<file path="config.mk">
export PLATFORM = sky130hd
export DESIGN_NAME = serial_twos_comp_ctrl
export DESIGN_NICKNAME = d
export VERILOG_FILES = /design/src/rtl/serial_arith_pkg.sv /design/src/rtl/serial_negate_dp.sv /design/src/rtl/serial_twos_comp_ctrl.sv
export SDC_FILE = /design/constraint.sdc
export NUM_CORES = 1
export LEC_CHECK = 0
export CORE_UTILIZATION = 48
export CTS_BUF_LIST = sky130_fd_sc_hd__clkbuf_8
export CTS_CLUSTER_SIZE = 10
export DETAILED_ROUTE_END_ITERATION = 8
export PLACE_DENSITY = 0.76
export SLEW_MARGIN = 5
export SYNTH_ARGS = -nofsm -noshare
export SYNTH_HDL_FRONTEND = slang
export SYNTH_SLANG_ARGS = --single-unit
</file>
<file path="constraint.sdc">
create_clock -name Clock -period 1.55 [get_ports Clock]
set_input_delay 0.31 -clock Clock [delete_from_list [all_inputs] [get_ports Clock]]
set_output_delay 0.31 -clock Clock [all_outputs]
set_load 0.005 [all_outputs]
</file>
<file path="src/rtl/serial_arith_pkg.sv">
// Shared types and helpers for the bit-serial arithmetic blocks.
package serial_arith_pkg;

    // Sequencer states: waiting for an operand, shifting, holding a result.
    typedef enum logic [1:0] {
        IDLE  = 2'd0,
        SHIFT = 2'd1,
        DONE  = 2'd2
    } state_t;

    // Most-negative two's-complement pattern (1 followed by zeros) for widths up to 64.
    function automatic logic [63:0] most_neg_pattern(input int w);
        return 64'd1 << (w - 1);
    endfunction

    // Width of a counter that indexes w shift cycles; never narrower than 1 bit.
    function automatic int cnt_width(input int w);
        return ($clog2(w) < 1) ? 1 : $clog2(w);
    endfunction

endpackage

</file>
<file path="src/rtl/serial_negate_dp.sv">
// Bit-serial two's-complement negation datapath: ~x + 1 evaluated LSB first.
// The carry starts at 1 on every load; each bit is ~x[i] ^ carry and the carry
// survives only while the inverted operand bits stay 1.
module serial_negate_dp
    import serial_arith_pkg::*;
#(
    parameter int WIDTH = 8
) (
    input  logic             Clock,
    input  logic             reset_b,
    input  logic             load,
    input  logic             shift,
    input  logic             capture,
    input  logic [WIDTH-1:0] load_data,
    output logic             ser_bit,
    output logic [WIDTH-1:0] result_word
);

    logic [WIDTH-1:0] sr;
    logic             carry;
    logic [WIDTH-1:0] result;
    logic             carry_nx;

    // Serial result bit and next carry from the current LSB of the operand.
    always_comb begin
        ser_bit  = ~sr[0] ^ carry;
        carry_nx = ~sr[0] & carry;
    end

    // Operand shift register, carry flop and result collector.
    always_ff @(posedge Clock or negedge reset_b) begin
        if (!reset_b) begin
            sr     <= '0;
            carry  <= 1'b1;
            result <= '0;
        end else if (load) begin
            sr    <= load_data;
            carry <= 1'b1;
        end else if (shift) begin
            sr     <= {1'b0, sr[WIDTH-1:1]};
            carry  <= carry_nx;
            result <= {ser_bit, result[WIDTH-1:1]};
        end
    end

    // Completed word is latched on the last shift so it stays put while the next operand runs.
    always_ff @(posedge Clock or negedge reset_b) begin
        if (!reset_b) begin
            result_word <= '0;
        end else if (capture) begin
            result_word <= {ser_bit, result[WIDTH-1:1]};
        end
    end

endmodule

</file>
<file path="src/rtl/serial_twos_comp_ctrl.sv">
// Sequencer for the bit-serial negate: accepts an operand, runs WIDTH shift
// cycles, then presents the negated word until the consumer takes it.
//
// Handshakes: a transfer happens on a rising Clock edge where valid && ready
// are both high. out_valid/out_data/out_ovf stay stable while out_valid is high
// and out_ready is low. In DONE, in_ready follows out_ready combinationally so
// a new operand can be loaded on the same edge the result is taken.
module serial_twos_comp_ctrl
    import serial_arith_pkg::*;
#(
    parameter int WIDTH = 8
) (
    input  logic             Clock,
    input  logic             reset_b,
    input  logic             in_valid,
    output logic             in_ready,
    input  logic [WIDTH-1:0] in_data,
    output logic             out_valid,
    input  logic             out_ready,
    output logic [WIDTH-1:0] out_data,
    output logic             out_ovf,
    output logic             busy,
    output logic             ser_bit,
    output logic             ser_valid,
    output state_t           dbg_state
);

    localparam int               CW       = cnt_width(WIDTH);
    localparam logic [CW-1:0]    LAST     = CW'(WIDTH - 1);
    localparam logic [WIDTH-1:0] MOST_NEG = WIDTH'(most_neg_pattern(WIDTH));

    state_t        state;
    state_t        state_nx;
    logic [CW-1:0] cnt;
    logic          rdy;
    logic          load;
    logic          shift;
    logic          capture;
    logic          last_cnt;
    logic          ovf_pend;
    logic          ovf_q;
    logic          dp_bit;

    // Next-state and control strobes.
    always_comb begin
        state_nx = state;
        rdy      = 1'b0;
        load     = 1'b0;
        shift    = 1'b0;
        last_cnt = (cnt == LAST);
        case (state)
            IDLE: begin
                rdy = 1'b1;
                if (in_valid) begin
                    load     = 1'b1;
                    state_nx = SHIFT;
                end
            end
            SHIFT: begin
                shift = 1'b1;
                if (last_cnt) begin
                    state_nx = DONE;
                end
            end
            DONE: begin
                rdy = out_ready;
                if (out_ready) begin
                    if (in_valid) begin
                        load     = 1'b1;
                        state_nx = SHIFT;
                    end else begin
                        state_nx = IDLE;
                    end
                end
            end
            default: state_nx = IDLE;
        endcase
        capture = shift && last_cnt;
    end

    // State register.
    always_ff @(posedge Clock or negedge reset_b) begin
        if (!reset_b) begin
            state <= IDLE;
        end else begin
            state <= state_nx;
        end
    end

    // Shift-cycle counter, restarted on every load.
    always_ff @(posedge Clock or negedge reset_b) begin
        if (!reset_b) begin
            cnt <= '0;
        end else if (load) begin
            cnt <= '0;
        end else if (shift) begin
            cnt <= cnt + 1'b1;
        end
    end

    // Overflow flag: noted at load, published alongside the result word.
    always_ff @(posedge Clock or negedge reset_b) begin
        if (!reset_b) begin
            ovf_pend <= 1'b0;
            ovf_q    <= 1'b0;
        end else begin
            if (load) begin
                ovf_pend <= (in_data == MOST_NEG);
            end
            if (capture) begin
                ovf_q <= ovf_pend;
            end
        end
    end

    serial_negate_dp #(
        .WIDTH(WIDTH)
    ) u_dp (
        .Clock      (Clock),
        .reset_b    (reset_b),
        .load       (load),
        .shift      (shift),
        .capture    (capture),
        .load_data  (in_data),
        .ser_bit    (dp_bit),
        .result_word(out_data)
    );

    // Output decode; in_ready is forced low while reset is asserted.
    always_comb begin
        in_ready  = rdy & reset_b;
        out_valid = (state == DONE);
        busy      = (state == SHIFT) || (state == DONE);
        ser_valid = (state == SHIFT);
        ser_bit   = dp_bit & ser_valid;
        out_ovf   = ovf_q;
        dbg_state = state;
    end

endmodule

</file>
# == After elaboration in Yosys (flattened, before gate mapping) ==
# Cells that the tools add are included.
# totals
reg_bits,32
inputBits,12
output_inout_bits,16
wordCells,44
# classes
n_addsub,1
eq_ne,7
mux,16
bitwise,6
n_reduce_logical,6
# op_table
op,n
$mux W8,2
$eq A8 B8 Y1 const B,1
$mux W1,6
$mux W2,3
$mux W3,2
$pmux W2 S3,1
$ne A2 B1 Y1 const B,2
$pmux W1 S2,2
$add A3 B1 Y3 const B,1
$and A1 B1 Y1,3
$eq A3 B3 Y1 const B,1
$reduce_and A3 Y1,1
$eq A2 B1 Y1 const B,1
$eq A2 B2 Y1 const B,1
$logic_not A2 Y1,1
$ne A2 B2 Y1 const B,1
$not A1 Y1,2
$reduce_and A2 Y1,1
$reduce_bool A2 Y1,1
$logic_and A1 B1 Y1,1
$logic_or A1 B1 Y1,1
$xor A1 B1 Y1,1

# == Logic depth before layout (Yosys ltp) ==
# depth
depth_word,5
ltp_mapped,6
depth_no_buf,5

# == Cells and area by module ==
# From an unflattened synthesis, not the netlist that was laid out.
# hier_totals
cells_unflattened,114
hier_area_um2,1475.2
# by_module_without_submodules
mod,instances,cells_per_inst,area_each_um2,seq_area_each_um2
serial_negate_dp,1,73,1027.2,601.8
serial_twos_comp_ctrl,1,41,447.9,175.2

# == Worst setup path after synthesis ==
# OpenSTA, ideal clock, no wires.
# synth_timing
path_type,reg-to-reg
start,"register state[1], in the netlist dbg_state[1]"
end,"register state[0], in the netlist dbg_state[0]"
setup_ns,0.125
arrival_time_ns,1.489
required_time_ns,1.425
slack_ns,-0.064
path_stages_with_launch,6
n_path_buf,1
synth_period_minus_slack_ns,1.614
path_cell_list,dfrtp_1 inv_1 ha_1 buf_4 a222oi_1 mux2_2
# synth_via
elab_chain_cells,3
word_cells_on_any_way,8
cone_classes,eq/ne: 5; mux: 1; reduce/logical: 2
# synth_lines
item,line_no,rtl
from (decl),serial_twos_comp_ctrl.sv:32,state_t state;
from (signal assigned),serial_twos_comp_ctrl.sv:86,state <= state_nx;
$eq A2 B1 Y1 (*),-,
named net ser_valid,serial_twos_comp_ctrl.sv:24,"output logic ser_valid,"
$ne A2 B1 Y1 (no source line),-,
$reduce_and A3 Y1 (no source line),-,
# The timed path passes the listed nets; every way through them passes the cells marked *.
# A chain may end at the register's enable or synchronous reset.

# == Final worst setup path ==
# layout_timing
start,"register state[1], in the netlist dbg_state[1]"
end,output port ser_bit
# layout_via
elab_chain_cells,2
# layout_lines
item,line_no,rtl
$eq A2 B1 Y1,serial_twos_comp_ctrl.sv:134,ser_valid = (state == SHIFT);
$and A1 B1 Y1,serial_twos_comp_ctrl.sv:135,ser_bit = dp_bit & ser_valid;
to (decl),serial_twos_comp_ctrl.sv:23,"output logic ser_bit,"
# Every way passes these cells.

==> qor.yml <==
critical_path:
  rr_startpoint: "dbg_state[1]"
  critPathMaxStageDelay_ps: 480
  slowest_stage: "dfrtp_2"
  critPathMaxFanout: 5
  arrival_ps: 1360
  worstPathCellList: "inv_4 -> ha_4 -> buf_6 -> and2_4 -> buf_6"
  criticalPathCategory: "reg -> out"
  cp_top_family: "flip-flops"
  cp_common_cell: "buf_6"
  crit_path_end_kind: "primary output"
  critPathBufInv: 3
  cp_data_required_time_ps: 1240
  startpoint: "dbg_state[1]"
  cp-start-kind: "register"
yosys:
  synthSimpleGateAreaFrac: 0.0737
  synth-edff-count: 0
  synthMuxAreaShare: 0.220
  async_flop_share: 1.00
  ys.flop_type: "dfrtp_1"
  synthDominantCellAreaShare: 0.526
  yosysWarnings: 0
  syn-num-nets: 133
  synth_top_family_by_area: "multiplexers"
  synthXorXnorAreaFrac: 0.00614
  avgSynthCellArea_um2: 12.6
  synth_common_cells: "30 x dfrtp_1, 19 x mux2_2, 10 x mux2i_1"
  yosys.area.top_type: "dfrtp_1"
  ys_seq_elements: 31
  syn_area_mm2: 0.00143
  synth_compound_area_frac: 0.0465
  synthAdderAreaFrac: 0.0702
  synth.most_common_cell: "dfrtp_1"
  yosys.cell_types.count: 24
  synthTopCellsByArea: "dfrtp_1 53%, mux2_2 15%, ha_1 7.0%, mux2i_1 7.0%, a21oi_1 2.8%"
  syn-instance-count: 113
  yosysSeqAreaShare: 0.545
timing:
  tightest_slew_ps: 391
  finalCritPeriodShare: 1.08
  setup_viol: 13
  max_freq_ghz: 0.599
  finalWorstSetupSlack_ps: -119
  rsz0062_at_grt: "yes"
  skew_ps: 7.44
  timing.final.crit_period_ps: 1670
  finalHoldViolations: 0
  slew_violations: 0
  slew_headroom: 0.740
final_layout:
  antenna_cells: 0
  fin_cells: 199
  postLayoutCoreUtil: 0.809
  drive_gt1_frac: 0.435
  syn2layout_area_growth_pct: 57.8
  final_nets: 187
power_and_ir_drop:
  peakVddDrop_mv: 1.82
  p_total_mw: 4.77
  power.leakage_nw: 1.08
  power.density_mw_per_mm2: 2120
clock_tree:
  cts_tree: "built"
  clkSinkCount: 31
  htreeDepth: 2
  cts_buffers: 5
  cts_root_buffer: "clkbuf_8"
  clock_latency_ps: 280
  clk_pin_slew_ps: 70
  cts_buffer_depth: 2
  postCtsHoldBufs: 0
floorplan:
  io_pins: 28
  start_util: 0.513
  die_y_um: 56.5
  die_area_mm2: 0.00319
  die_w_um: 56.5
  rows: 19
  core_area_mm2: 0.00278
run_status:
  violations: "setup timing"
  status: "finished with violations"
global_routing:
  grt_overflow: 0
  grt_util_all_layers: 0.226
  grt_max_degree: 32
  antenna_found_initial: 0
  grt_pass1_wl_um: 5490
  grt_pass1_vias: 1195
route:
  drt-vias-per-instance: 5.32
  vias: 1058
  wirelength_um: 3290
  dr.first_iter.drc_count: 26
  wl_per_cell_um: 16.5
  drtPass1Iterations: 4
  drc: 0
  postRouteAntennaNets: 0
flow_run:
  maxCapViolCount: 0
placed_design:
  gp_congestion: 0.748
  io_buffer_count: 27
  placed_cells: 181
  dp_hpwl_um: 1960
worst_hold_path:
  min_from: "out_ovf"
  hold_class: "reg -> reg"
==> worst reg2reg max path, stage by stage, from the launching register on <==
cell and delay, ps:
dfrtp_2 490, ha_4 210, buf_6 120, a222oi_1 260, buf_4 180, mux2_4 290
==> sequential cells by signal, summed over array words and instances (netlist names) <==
| register | count |
|---|---|
| u_dp.carry | 1 |
| out_ovf | 1 |
| u_dp.sr | 8 |
| u_dp.result | 7 |
| dbg_state | 2 |
| u_dp.result_word | 8 |
| ovf_pend | 1 |
| cnt | 3 |
==> cell type report <==
cell class	instances	area, µm²
multi-input combinational	71	767
fill	173	531
timing repair buffer	52	522
clock buffer	6	82.6
inverter	6	27.5
tap	31	38.8
clock inverter	2	35.0
sequential	31	778
==> timing repair <==
| item | in CTS | in global routing |
|---|---|---|
| hold endpoints to repair | 0 | 0 |
| pin swaps | 5 | 4 |
| endpoints found under the setup margin | 36 | 28 |
| setup buffers | 10 | 2 |
| gates cloned | 1 | 0 |
| resized for setup | 63 | 16 |
==> per-stage QoR <==
step / cell area [µm²] / TNS [ps] / hold slack (ps) / setup WS (ps)
floorplan: 1440 / -91.0 / 14.4 / -45.5
CTS: 2210 / -952 / 514 / -125
global placement: 1830 / -2530 / 487 / -274
global route: 2250 / -1410 / 536 / -177
finish: 2250 / -738 / 511 / -119
detailed placement: 1830 / -3630 / 495 / -279
==> power breakdown <==
part / switching (mW) / leakage, nW / internal [mW]
logic: 0.934 / 0.630 / 1.59
clock network: 0.290 / 0.0612 / 0.519
registers: 0.263 / 0.385 / 1.17
total: 1.49 / 1.08 / 3.28
==> path summary, 6_finish.rpt <==
path                       slack [ps]  depth (start not counted)              to
setup / recovery                 -120                          5         ser_bit
hold / removal                    510                          1         out_ovf
setup reg to reg                 -100                          5    dbg_state[0]
hold reg to reg                   510                          1         out_ovf
max in group asynchronous         710                          2      u_dp.carry
min in group asynchronous         520                          2  u_dp.result[3]
==> cell usage in the layout, fill, tap and decap left out, drive strengths merged, types with 2 or more instances in the layout <==
cell / count
clkdlybuf4s50: 20
nor2b: 2
nand2: 3
clkbuf: 6
mux2: 19
mux2i: 10
a21oi: 8
buf: 30
o21ai: 2
nor3: 7
dfrtp: 30
nor2: 5
ha: 8
inv: 6
==> logic make-up after synthesis <==
family,after synthesis
multiplexers,29
flip-flops,31
AO/OA/AOI/OAI,12
AND/OR/NAND/NOR,21
XOR/XNOR,1
adder cells (fa/ha/maj),8
buffers and inverters,11
==> layer usage <==
| metal | GRT usage | up-vias | share of wire |
|---|---|---|---|
| met5 | 0 | - | 0 |
| met4 | 0.0801 | 0 | 0.017 |
| met3 | 0.0553 | 6 | 0.043 |
| met2 | 0.393 | 42 | 0.51 |
| met1 | 0.269 | 508 | 0.43 |
| li1 | - | 502 | - |
No activity file was read; power rests on OpenSTA's default activity.
